## config.mk

```make
export PLATFORM = sky130hd
export DESIGN_NAME = audio_control
export DESIGN_NICKNAME = d
export VERILOG_FILES = /design/src/rtl/audio_control.sv
export SDC_FILE = /design/constraint.sdc
export NUM_CORES = 1
export LEC_CHECK = 0
export ABC_AREA = 1
export ABC_CLOCK_PERIOD_IN_PS = 3600
export CAP_MARGIN = 20
export CELL_PAD_IN_SITES_DETAIL_PLACEMENT = 0
export CELL_PAD_IN_SITES_GLOBAL_PLACEMENT = 1
export CORE_UTILIZATION = 38
export DETAILED_ROUTE_END_ITERATION = 10
export GPL_ROUTABILITY_DRIVEN = 1
export HOLD_SLACK_MARGIN = 0.15
export MAX_ROUTING_LAYER = met4
export PLACE_DENSITY = 0.89
export SLEW_MARGIN = 20
export SYNTH_ARGS = -nofsm -noshare
export SYNTH_HDL_FRONTEND = slang
export SYNTH_SLANG_ARGS = --single-unit
```

## constraint.sdc

```tcl
create_clock -name clk -period 3.6 [get_ports clk]
set_clock_uncertainty 0.15 [all_clocks]
set_input_delay 0.54 -clock clk [delete_from_list [all_inputs] [get_ports clk]]
set_output_delay 0.54 -clock clk [all_outputs]
set_load 0.01 [all_outputs]
```

## src/rtl/audio_control.sv

```systemverilog
// audio_control: POKEY-style per-channel audio output stage.
//
// Holds the four AUDC registers. Each channel has a tone flip-flop clocked by
// its Timer pulse and gated by the poly counters. Channels 1 and 2 also have an
// optional high-pass flip-flop, sampled by the Timer pulses of channels 3 and 4.
// The block produces per-channel volume levels and a registered 6-bit sum for
// the DAC stage.
//
// Optional feature macro: AUDIO_HPF_EN. When it is defined, the high-pass
// flip-flops h[2:1] are implemented. When it is undefined, h is constant 0 and
// the hpf1/hpf2 inputs are ignored.
//
// Ports:
//   clk                    system clock, rising edge
//   rst                    asynchronous active-high reset
//   enp                    phase enable; state advances only when high
//   D[7:0]                 CPU write data
//   Addr1w/3w/5w/7w        AUDC1..AUDC4 write strobes
//   Timer[3:0]             per-channel underflow pulses (bit0 = channel 1)
//   rstAudPhase            clears the tone and high-pass flip-flops
//   hpf1, hpf2             high-pass enables for channel 1 and channel 2
//   poly4, poly5, poly17   poly counter output bits
//   ChLvl1..ChLvl4         current channel levels
//   AudOut[5:0]            registered sum of the four levels
module audio_control #(
    parameter int VOL_W = 4
) (
    input  logic             clk,
    input  logic             rst,
    input  logic             enp,
    input  logic [7:0]       D,
    input  logic             Addr1w,
    input  logic             Addr3w,
    input  logic             Addr5w,
    input  logic             Addr7w,
    input  logic [3:0]       Timer,
    input  logic             rstAudPhase,
    input  logic             hpf1,
    input  logic             hpf2,
    input  logic             poly4,
    input  logic             poly5,
    input  logic             poly17,
    output logic [VOL_W-1:0] ChLvl1,
    output logic [VOL_W-1:0] ChLvl2,
    output logic [VOL_W-1:0] ChLvl3,
    output logic [VOL_W-1:0] ChLvl4,
    output logic [5:0]       AudOut
);

    logic [7:0]       audc_q [4];
    logic [7:0]       audc_d [4];
    logic [3:0]       t_q, t_d;
    logic [1:0]       h_q;
    logic [3:0]       wr;
    logic [3:0]       o;
    logic [VOL_W-1:0] lvl [4];
    logic [5:0]       aud_q, aud_d;

    assign wr = {Addr7w, Addr5w, Addr3w, Addr1w};

    // AUDC write and tone flip-flop next state
    always_comb begin
        t_d = t_q;
        for (int unsigned n = 0; n < 4; n++) begin
            audc_d[n] = audc_q[n];
            if (wr[n]) begin
                audc_d[n] = D;
            end
            if (Timer[n]) begin
                if (!(audc_q[n][7] | poly5)) begin
                    t_d[n] = t_q[n];
                end else if (audc_q[n][5]) begin
                    t_d[n] = ~t_q[n];
                end else if (audc_q[n][6]) begin
                    t_d[n] = poly4;
                end else begin
                    t_d[n] = poly17;
                end
            end
        end
        if (rstAudPhase) begin
            t_d = '0;
        end
    end

`ifdef AUDIO_HPF_EN
    logic [1:0] h_d;

    // The high-pass flip-flops sample the pre-edge t_q, so a Timer[1] pulse
    // and a Timer[3] pulse at the same edge give h[1] the old t[1].
    always_comb begin
        h_d = h_q;
        if (!hpf1) begin
            h_d[0] = 1'b0;
        end else if (Timer[2]) begin
            h_d[0] = t_q[0];
        end
        if (!hpf2) begin
            h_d[1] = 1'b0;
        end else if (Timer[3]) begin
            h_d[1] = t_q[1];
        end
        if (rstAudPhase) begin
            h_d = '0;
        end
    end

    always_ff @(posedge clk or posedge rst) begin
        if (rst) begin
            h_q <= '0;
        end else if (enp) begin
            h_q <= h_d;
        end
    end
`else
    logic unused_hpf;
    assign unused_hpf = &{1'b0, hpf1, hpf2};
    assign h_q = '0;
`endif

    assign o = {t_q[3], t_q[2], t_q[1] ^ h_q[1], t_q[0] ^ h_q[0]};

    always_comb begin
        for (int unsigned n = 0; n < 4; n++) begin
            lvl[n] = (audc_q[n][4] | o[n]) ? audc_q[n][VOL_W-1:0] : '0;
        end
        aud_d = 6'(lvl[0]) + 6'(lvl[1]) + 6'(lvl[2]) + 6'(lvl[3]);
    end

    always_ff @(posedge clk or posedge rst) begin
        if (rst) begin
            for (int unsigned n = 0; n < 4; n++) begin
                audc_q[n] <= '0;
            end
            t_q   <= '0;
            aud_q <= '0;
        end else if (enp) begin
            for (int unsigned n = 0; n < 4; n++) begin
                audc_q[n] <= audc_d[n];
            end
            t_q   <= t_d;
            aud_q <= aud_d;
        end
    end

    assign ChLvl1 = lvl[0];
    assign ChLvl2 = lvl[1];
    assign ChLvl3 = lvl[2];
    assign ChLvl4 = lvl[3];
    assign AudOut = aud_q;

endmodule

```

# After elaboration in Yosys (flattened, before gate mapping)
# Index checks and enable logic that the tools add are counted.
# word_totals
output_inout_bits	22
ff_bits	42
wordCells	61
# op_classes
n_bitwise	12
mux	21
n_reduce_logical	16
add_sub_neg	3
# op_table
op	count
4-bit 2-to-1 mux	5
1-bit 2-to-1 mux	16
2-bit nonzero test	8
3-bit AND reduction	4
1-bit bitwise OR	8
2-bit AND reduction	4
5-bit by 4-bit adder with 6-bit output	1
6-bit by 4-bit adder with 6-bit output	1
4-bit by 4-bit adder with 5-bit output	1
1-bit NOT	4

# Longest topological paths before layout
# Gate-level depths: netlist of the first run.
# logic_depth
ltp_word	5
mapped_depth	12
mapped_depth_nobuf	12

# Worst setup path after synthesis of the first run
# No wires, ideal clock.
# synth_timing
kind	reg2reg
start	register t_q[2], in the netlist o[2]
end	register aud_q[5], in the netlist AudOut[5]
path_stages_with_launch	13
arrival_ns	2.541
required_time_ns	3.373
setup_slack_ns	0.832
period_less_slack_ns	2.768
n_path_buf	0
path_cell_list	dfrtp_1 -> nor2_1 -> nor2_1 -> fa_1 -> fa_1 -> ha_1 -> inv_1 -> fa_1 -> inv_1 -> nand2_1 -> nand2_1 -> nand2_1 -> a21oi_1
# synth_between
elab_chain_len	4
# synth_rtl
element	line	text
from (decl)	52	logic [3:0] t_q, t_d;
from (signal assigned)	141	t_q <= t_d;
1-bit bitwise OR	125	lvl[n] = (audc_q[n][4] | o[n]) ? audc_q[n][VOL_W-1:0] : '0;
4-bit 2-to-1 mux	125	
net ChLvl3[1]	45	output logic [VOL_W-1:0] ChLvl3,
5-bit by 4-bit adder with 6-bit output	127	aud_d = 6'(lvl[0]) + 6'(lvl[1]) + 6'(lvl[2]) + 6'(lvl[3]);
6-bit by 4-bit adder with 6-bit output	127	
to (signal assigned)	142	aud_q <= aud_d;
to (decl)	57	logic [5:0] aud_q, aud_d;
# The timed path passes the listed nets, and every way through them passes these cells.
# A chain may end at the register's enable or synchronous reset.

# Worst setup path after layout of the first run
# layout_timing
start	register t_q[1], in the netlist o[1]
end	register aud_q[5], in the netlist AudOut[5]
# layout_between
elab_chain_len	5
# layout_rtl
element	line
1-bit bitwise OR	125
4-bit 2-to-1 mux	125
4-bit by 4-bit adder with 5-bit output	127
5-bit by 4-bit adder with 6-bit output	127
6-bit by 4-bit adder with 6-bit output	127
# No other way between the ends.

==> results of run 1 <==
## worst max-delay path: cells and delay by family (launching register included)
family                   cells  cell delay [ns]
AO/OA/AOI/OAI                1             0.11
adder cells (fa/ha/maj)      4             1.64
buffers and inverters        2             0.13
flip-flops                   1             0.43
AND/OR/NAND/NOR              5             0.46
## state kept, by name (all words and copies together), names as in the netlist
signal,count
AudOut,6
audc_q,32
o,4
## power breakdown
part | switching (W) | total (W) | internal (W)
clock | 0.000168 | 0.000375 | 0.000206
combinational | 0.000238 | 0.000457 | 0.000219
sequential | 0.0000488 | 0.000596 | 0.000547
total | 0.000455 | 0.00143 | 0.000972
## metal layers
| layer | vias up | track usage (%) | routed length [um] |
|---|---|---|---|
| li1 | 978 | - | - |
| met1 | 851 | 23.6 | 2430 |
| met2 | 36 | 28.1 | 2370 |
| met3 | 2 | 3.03 | 138 |
| met4 | 0 | 4.29 | 32 |
| met5 | - | - | 0 |
## stage by stage
stage | util, % | std cells | setup WS (ns) | hold slack, ns | power, W
after floorplan | - | 292 | 0.832 | 0.299 | 0.000877
after global placement | 47.5 | 407 | 0.702 | 0.306 | 0.00105
after detailed placement | 47.5 | 407 | 0.628 | 0.314 | 0.00107
after CTS | 49.5 | 415 | 0.608 | 0.336 | 0.00145
after global routing | 49.5 | 415 | 0.403 | 0.370 | 0.00153
final | 49.5 | 415 | 0.610 | 0.331 | 0.00143
## layout make-up
class | count | area share, %
clock buffers | 5 | 2.34
clock inverters | 3 | 1.53
inverters | 62 | 7.90
multi-input cells | 182 | 33.9
flip-flops and latches | 42 | 35.7
well taps | 75 | 3.19
repair buffers | 46 | 15.5
## synthesized netlist by cell type, drive strengths merged
cell type,n,area (um2)
buf,6,76.3
nand2,94,383
a21oi,2,10.0
or2,4,25.0
nand3,9,45.0
ha,5,62.6
inv,62,233
nand4,4,25.0
o21ai,41,231
nor2,15,56.3
fa,8,160
dfrtp,42,1050
## final timing paths
check / from / end / slack, ns / depth (start not counted)
min in group asynchronous: rst / AudOut[2]$_DFFE_PP0P_ / 0.48 / 2
max in group asynchronous: rst / audc_q[29]$_DFFE_PP0P_ / 2.03 / 3
worst max-delay path: o[1]$_DFFE_PP0P_ / AudOut[5]$_DFFE_PP0P_ / 0.61 / 12
worst max register to register: o[1]$_DFFE_PP0P_ / AudOut[5]$_DFFE_PP0P_ / 0.61 / 12
worst min register to register: AudOut[1]$_DFFE_PP0P_ / AudOut[1]$_DFFE_PP0P_ / 0.33 / 2
worst min-delay path: AudOut[1]$_DFFE_PP0P_ / AudOut[1]$_DFFE_PP0P_ / 0.33 / 2
## logic make-up after synthesis
logic type | synth area share (%)
fa+ha+maj | 9.44
buf+inv | 13.1
flops | 44.6
compound gates | 10.2
simple gates | 22.7
==> metrics.txt, run 1 <==
# TYPE chip_impl_metric gauge
chip_impl_metric{name="grt_first_pass_wirelength",unit="um"} 8490
chip_impl_metric{name="timing.fmax",unit="GHz"} 0.334
chip_impl_metric{name="via_count_of_the_first_global_routing_pass",unit=""} 1841
chip_impl_info{name="hp-class",value="reg2reg"} 1
chip_impl_metric{name="worstPathArrival",unit="ns"} 3.06
chip_impl_info{name="clock_tree_from_tritoncts",value="built"} 1
chip_impl_metric{name="timing.final.max_slew_violations",unit=""} 0
chip_impl_metric{name="first_pass_iters",unit=""} 4
chip_impl_metric{name="ant_nets",unit=""} 0
chip_impl_metric{name="routed-via-count",unit=""} 1867
chip_impl_info{name="cts-root-buf",value="sky130_fd_sc_hd__clkbuf_8"} 1
chip_impl_metric{name="fp.dieW",unit="um"} 80.8
chip_impl_metric{name="synthesis.instances",unit=""} 292
chip_impl_metric{name="initial_utilization",unit="%"} 39.6
chip_impl_metric{name="ys_seq_elements",unit=""} 42
chip_impl_metric{name="multi_input_comb_area",unit="um2"} 998
chip_impl_metric{name="ios",unit=""} 47
chip_impl_metric{name="design.die.area",unit="um2"} 6530
chip_impl_info{name="layout_common_cells",value="sky130_fd_sc_hd__nand2_1, sky130_fd_sc_hd__inv_1, sky130_fd_sc_hd__clkdlybuf4s50_1"} 1
chip_impl_metric{name="drv.max_cap_violation_count",unit=""} 0
chip_impl_metric{name="synth_area",unit="um2"} 2360
chip_impl_metric{name="die_h",unit="um"} 80.8
chip_impl_metric{name="clk_latency",unit="ns"} 0.29
chip_impl_metric{name="grt_max_degree",unit=""} 28
chip_impl_info{name="worst-setup-path-type",value="reg2reg"} 1
chip_impl_metric{name="layout-area-overhead-vs-synth",unit="%"} 24.9
chip_impl_metric{name="cts_buffer_depth",unit=""} 2
chip_impl_info{name="worst_setup_path_end_kind",value="flip-flop"} 1
chip_impl_metric{name="p_per_area",unit="nW/um2"} 485
chip_impl_metric{name="period_minus_slack",unit="ns"} 2.99
chip_impl_info{name="most_common_cell_after_layout_fill_and_taps_aside",value="sky130_fd_sc_hd__nand2_1"} 1
chip_impl_metric{name="cts.reportedPaths.clkPinSlew",unit="ns"} 0.08
chip_impl_metric{name="layout_worst_path_cycle_share",unit="%"} 83.0
chip_impl_metric{name="dp_hpwl",unit="um"} 3820
chip_impl_metric{name="cts_num_sinks",unit=""} 42
chip_impl_metric{name="post_synth_num_cell_types",unit=""} 16
chip_impl_metric{name="htree_num_levels",unit=""} 2
chip_impl_metric{name="rows",unit=""} 28
chip_impl_metric{name="count_of_input_and_output_buffers",unit=""} 44
chip_impl_metric{name="max-slew-margin-rel",unit="%"} 45.9
chip_impl_metric{name="synth_fp_nets",unit=""} 330
chip_impl_metric{name="antenna_found_initial",unit=""} 0
chip_impl_metric{name="post_drt_wl_per_cell",unit="um"} 12.0
chip_impl_metric{name="finalNetCount",unit=""} 377
chip_impl_info{name="cp_cell_sequence",value="nor2_1, nor2_1, fa_1, fa_1, ha_1, inv_1, fa_1, inv_1, nand2_1, nand2_1, nand2_1, a21oi_1"} 1
chip_impl_metric{name="worst_slew_pin_slew",unit="ns"} 0.809
chip_impl_metric{name="synth.yosys.warnings",unit=""} 0
chip_impl_metric{name="grt-ovfl-total",unit=""} 0
chip_impl_metric{name="static-leakage-power",unit="nW"} 1.59
chip_impl_metric{name="slowest_delay",unit="ns"} 0.54
chip_impl_metric{name="placed_cell_area",unit="um2"} 2830
chip_impl_metric{name="globalRouteTotalUtil",unit="%"} 17.7
chip_impl_info{name="slowest_stage",value="sky130_fd_sc_hd__fa_1"} 1
chip_impl_metric{name="antenna-diode-count",unit=""} 0
chip_impl_metric{name="number_of_filler_cells_placed_in_the_layout",unit=""} 579
chip_impl_metric{name="worst_ep_required_time",unit="ns"} 3.67
chip_impl_metric{name="peak_ir_drop_on_the_vdd_network",unit="mV"} 0.201
chip_impl_info{name="crit_path_start_kind",value="flip-flop"} 1
chip_impl_info{name="result_of_the_run",value="finished, final reports clean"} 1
chip_impl_metric{name="avgViaCountPerCell",unit=""} 4.50
chip_impl_metric{name="synth.avg_cell_area",unit="um2"} 8.08
chip_impl_metric{name="critPathMaxFanout",unit=""} 5
chip_impl_metric{name="final_area",unit="um2"} 2950
chip_impl_metric{name="totalNegativeSetupSlack",unit="ns"} 0
chip_impl_metric{name="drc_violations",unit=""} 0
chip_impl_metric{name="detail_route.iter0.violations",unit=""} 121
chip_impl_metric{name="hold_viol",unit=""} 0
chip_impl_info{name="grt_setup_unrepaired",value="no"} 1
chip_impl_metric{name="ctsHoldBuffers",unit=""} 0
chip_impl_metric{name="gp_congestion",unit=""} 0.871
chip_impl_metric{name="drive_above_1_share",unit="%"} 7.35
chip_impl_metric{name="reg_area",unit="um2"} 1050
chip_impl_metric{name="core_region_area",unit="um2"} 5960
chip_impl_metric{name="cts-buffers-inserted",unit=""} 5
chip_impl_metric{name="setup_viol_count_final",unit=""} 0
chip_impl_metric{name="cts_setup_buffers",unit=""} 0
chip_impl_metric{name="seq_area_frac_synth",unit="%"} 44.6
chip_impl_metric{name="wirelength",unit="um"} 4970
chip_impl_metric{name="post_cts_resize_count",unit=""} 0
No activity file was read; power rests on OpenSTA's default activity.
==> inputs of run 2 (changes only) <==
Settings changed: ABC_CLOCK_PERIOD_IN_PS 3600 to 3000.
Clock period 3.6 ns to 3 ns, I/O delays scaled along.
==> metrics.txt, run 2 (synthesis results as in run 1) <==
# TYPE chip_impl_metric gauge
chip_impl_metric{name="cts.reportedPaths.clkPinSlew",unit="ns"} 0.09
chip_impl_metric{name="switchingPower",unit="W"} 0.000551
chip_impl_metric{name="die_h",unit="um"} 80.8
chip_impl_metric{name="detail_route.iter0.violations",unit=""} 54
chip_impl_info{name="clock_tree_from_tritoncts",value="built"} 1
chip_impl_metric{name="via_count_of_the_first_global_routing_pass",unit=""} 1791
chip_impl_metric{name="worstRegToRegCells",unit=""} 12
chip_impl_metric{name="grt-ovfl-total",unit=""} 0
chip_impl_metric{name="largest_register_ff_count",unit=""} 32
chip_impl_metric{name="period_minus_slack",unit="ns"} 2.82
chip_impl_metric{name="count_of_input_and_output_buffers",unit=""} 44
chip_impl_metric{name="number_of_filler_cells_placed_in_the_layout",unit=""} 600
chip_impl_info{name="grt_setup_unrepaired",value="no"} 1
chip_impl_metric{name="setup_viol_count_final",unit=""} 0
chip_impl_metric{name="rows",unit=""} 28
chip_impl_metric{name="worst_ep_required_time",unit="ns"} 3.07
chip_impl_metric{name="final-instance-count-excl-fill",unit=""} 420
chip_impl_metric{name="worst_slew_pin_slew",unit="ns"} 0.524
chip_impl_metric{name="layout_worst_path_cycle_share",unit="%"} 94.0
chip_impl_metric{name="finalNetCount",unit=""} 382
chip_impl_metric{name="hold_viol",unit=""} 0
chip_impl_info{name="timing.critical_path.max_delay_family",value="adder cells"} 1
chip_impl_metric{name="gp_congestion",unit=""} 0.826
chip_impl_info{name="cp_cell_sequence",value="nor2_4, nor2_2, fa_1, fa_1, ha_1, inv_1, fa_2, inv_1, nand2_1, nand2_1, nand2_1, a21oi_1"} 1
chip_impl_metric{name="first_pass_iters",unit=""} 4
chip_impl_metric{name="ant_nets",unit=""} 0
chip_impl_metric{name="layout-area-overhead-vs-synth",unit="%"} 26.5
chip_impl_info{name="worst_hold_startpoint",value="AudOut[1]$_DFFE_PP0P_"} 1
chip_impl_metric{name="timing.fmax",unit="GHz"} 0.355
chip_impl_info{name="result_of_the_run",value="finished, final reports clean"} 1
chip_impl_metric{name="grt_max_degree",unit=""} 43
chip_impl_metric{name="met3_wirelength",unit="um"} 175
chip_impl_info{name="hp-class",value="reg2reg"} 1
chip_impl_metric{name="max-slew-margin-rel",unit="%"} 65.0
chip_impl_metric{name="drc_violations",unit=""} 0
chip_impl_metric{name="wirelength",unit="um"} 4930
chip_impl_metric{name="initial_utilization",unit="%"} 39.6
chip_impl_info{name="crit_start",value="o[0]$_DFFE_PP0P_"} 1
chip_impl_metric{name="fp.dieW",unit="um"} 80.8
chip_impl_metric{name="worstPathArrival",unit="ns"} 2.90
chip_impl_info{name="routed.top_layer",value="met4"} 1
chip_impl_info{name="worstHoldEndpoint",value="AudOut[1]$_DFFE_PP0P_"} 1
chip_impl_metric{name="timing.final.max_slew_violations",unit=""} 0
chip_impl_metric{name="totalNegativeSetupSlack",unit="ns"} 0
chip_impl_info{name="critical_path_s_most_frequent_cell",value="sky130_fd_sc_hd__nand2_1"} 1
chip_impl_metric{name="switching_share",unit="%"} 33.5
chip_impl_metric{name="dr_wl_met2",unit="um"} 2300
chip_impl_metric{name="combinationalPowerShare",unit="%"} 34.0
chip_impl_metric{name="ios",unit=""} 47
chip_impl_metric{name="antenna_found_initial",unit=""} 0
chip_impl_metric{name="static-leakage-power",unit="nW"} 1.60
chip_impl_info{name="most_common_cell_after_layout_fill_and_taps_aside",value="sky130_fd_sc_hd__nand2_1"} 1
chip_impl_metric{name="avgViaCountPerCell",unit=""} 4.46
chip_impl_metric{name="routed-via-count",unit=""} 1872
chip_impl_metric{name="cts_buffer_depth",unit=""} 2
chip_impl_info{name="reg2reg_from",value="o[0]$_DFFE_PP0P_"} 1
chip_impl_info{name="crit_path_start_kind",value="flip-flop"} 1
chip_impl_metric{name="critPathMaxFanout",unit=""} 5
chip_impl_metric{name="grt_first_pass_wirelength",unit="um"} 8280
chip_impl_metric{name="share_seq_of_total_power",unit="%"} 43.5
chip_impl_metric{name="pwr-share-clk",unit="%"} 22.4
chip_impl_info{name="largest_register",value="audc_q"} 1
chip_impl_info{name="layout_common_cells",value="sky130_fd_sc_hd__nand2_1, sky130_fd_sc_hd__inv_1, sky130_fd_sc_hd__clkdlybuf4s50_1"} 1
chip_impl_metric{name="ff2ff_setup_slack",unit="ns"} 0.18
chip_impl_info{name="crit-reg2reg-capture",value="AudOut[5]$_DFFE_PP0P_"} 1
chip_impl_metric{name="design.die.area",unit="um2"} 6530
chip_impl_metric{name="cp.buffers_inverters",unit=""} 2
chip_impl_metric{name="core_region_area",unit="um2"} 5960
chip_impl_metric{name="drive_above_1_share",unit="%"} 11.0
chip_impl_info{name="cts-root-buf",value="sky130_fd_sc_hd__clkbuf_8"} 1
chip_impl_metric{name="slowest_delay",unit="ns"} 0.52
chip_impl_metric{name="placed_cells_incl_taps",unit=""} 411
chip_impl_metric{name="ctsHoldBuffers",unit=""} 0
chip_impl_metric{name="p_per_area",unit="nW/um2"} 551
chip_impl_metric{name="number_of_instances_on_the_worst_hold_path",unit=""} 2
chip_impl_metric{name="power.internal",unit="W"} 0.00109
chip_impl_metric{name="cts_num_sinks",unit=""} 42
chip_impl_info{name="worst-setup-path-type",value="reg2reg"} 1
chip_impl_metric{name="globalRouteTotalUtil",unit="%"} 17.4
chip_impl_metric{name="wire_length_on_met1",unit="um"} 2400
chip_impl_metric{name="peak_ir_drop_on_the_vdd_network",unit="mV"} 0.242
chip_impl_metric{name="htree_num_levels",unit=""} 2
chip_impl_info{name="slowest_stage",value="sky130_fd_sc_hd__fa_1"} 1
chip_impl_info{name="worst_setup_path_end_kind",value="flip-flop"} 1
chip_impl_metric{name="drv.max_cap_violation_count",unit=""} 0
chip_impl_metric{name="cts-buffers-inserted",unit=""} 5
chip_impl_metric{name="dp_hpwl",unit="um"} 3770
chip_impl_metric{name="clk_latency",unit="ns"} 0.30
chip_impl_metric{name="post_drt_wl_per_cell",unit="um"} 11.7
chip_impl_metric{name="antenna-diode-count",unit=""} 0
-- run 2: per-layer routing --
metal  track usage, %  vias up
li1                 -      986
met3             3.48        4
met5                -        -
met1             23.6      848
met4             4.82        0
met2             26.5       34
-- run 2: power by group through the flow --
stage | Sequential, W | Clock [W] | Combinational (W)
2_1_floorplan | 0.000726 | 0 | 0.000326
6_report | 0.000716 | 0.000369 | 0.000560
5_1_grt | 0.000729 | 0.000394 | 0.000650
3_5_place_dp | 0.000724 | 0 | 0.000558
3_3_place_gp | 0.000719 | 0 | 0.000550
4_1_cts | 0.000713 | 0.000379 | 0.000561
-- run 2: repair_timing --
| item | 4_1_cts | 5_1_grt |
|---|---|---|
| endpoints found under the hold margin | 0 | 0 |
| buffers inserted | 0 | 1 |
| setup endpoints to repair | 0 | 3 |
| gates resized for setup | 0 | 10 |
-- run 2: worst max path at each step --
stage               depth (start not counted)                    end
finish                                     12  AudOut[5]$_DFFE_PP0P_
global route                               12  AudOut[5]$_DFFE_PP0P_
CTS                                        12  AudOut[5]$_DFFE_PP0P_
detailed placement                         12  AudOut[5]$_DFFE_PP0P_
global placement                           12  AudOut[5]$_DFFE_PP0P_
floorplan                                  12  AudOut[5]$_DFFE_PP0P_
-- run 2: cell type report --
cell class | instances | area (um2) | area share [%]
repair buffers | 51 | 493 | 16.5
well taps | 75 | 93.8 | 3.15
inverters | 62 | 233 | 7.80
clock inverters | 3 | 21.3 | 0.713
flip-flops and latches | 42 | 1050 | 35.3
multi-input cells | 182 | 1020 | 34.2
clock buffers | 5 | 68.8 | 2.31
-- run 2: per-stage QoR --
step / utilization (%) / total power, W / hold slack [ns] / instance area [um2] / setup slack, ns
6_report: 50.1 / 0.00164 / 0.333 / 2980 / 0.180
5_1_grt: 50.1 / 0.00177 / 0.360 / 2980 / 0.0400
4_1_cts: 49.6 / 0.00165 / 0.335 / 2950 / 0.0623
3_5_place_dp: 48.0 / 0.00128 / 0.311 / 2860 / 0.0931
3_3_place_gp: 48.0 / 0.00127 / 0.307 / 2860 / 0.113
2_1_floorplan: - / 0.00105 / 0.299 / 2360 / 0.232
-- run 2: worst min-delay path, delay by kind of cell (launching register included) --
kind | cells | cell delay (ns)
AND/OR/NAND/NOR | 2 | 0.11
flip-flops | 1 | 0.35
==> inputs of run 3 (changes only) <==
Settings changed: TNS_END_PERCENT set to 50.
==> results of run 3 <==
No change in the layout: final DEF, timing and power equal those of run 2.
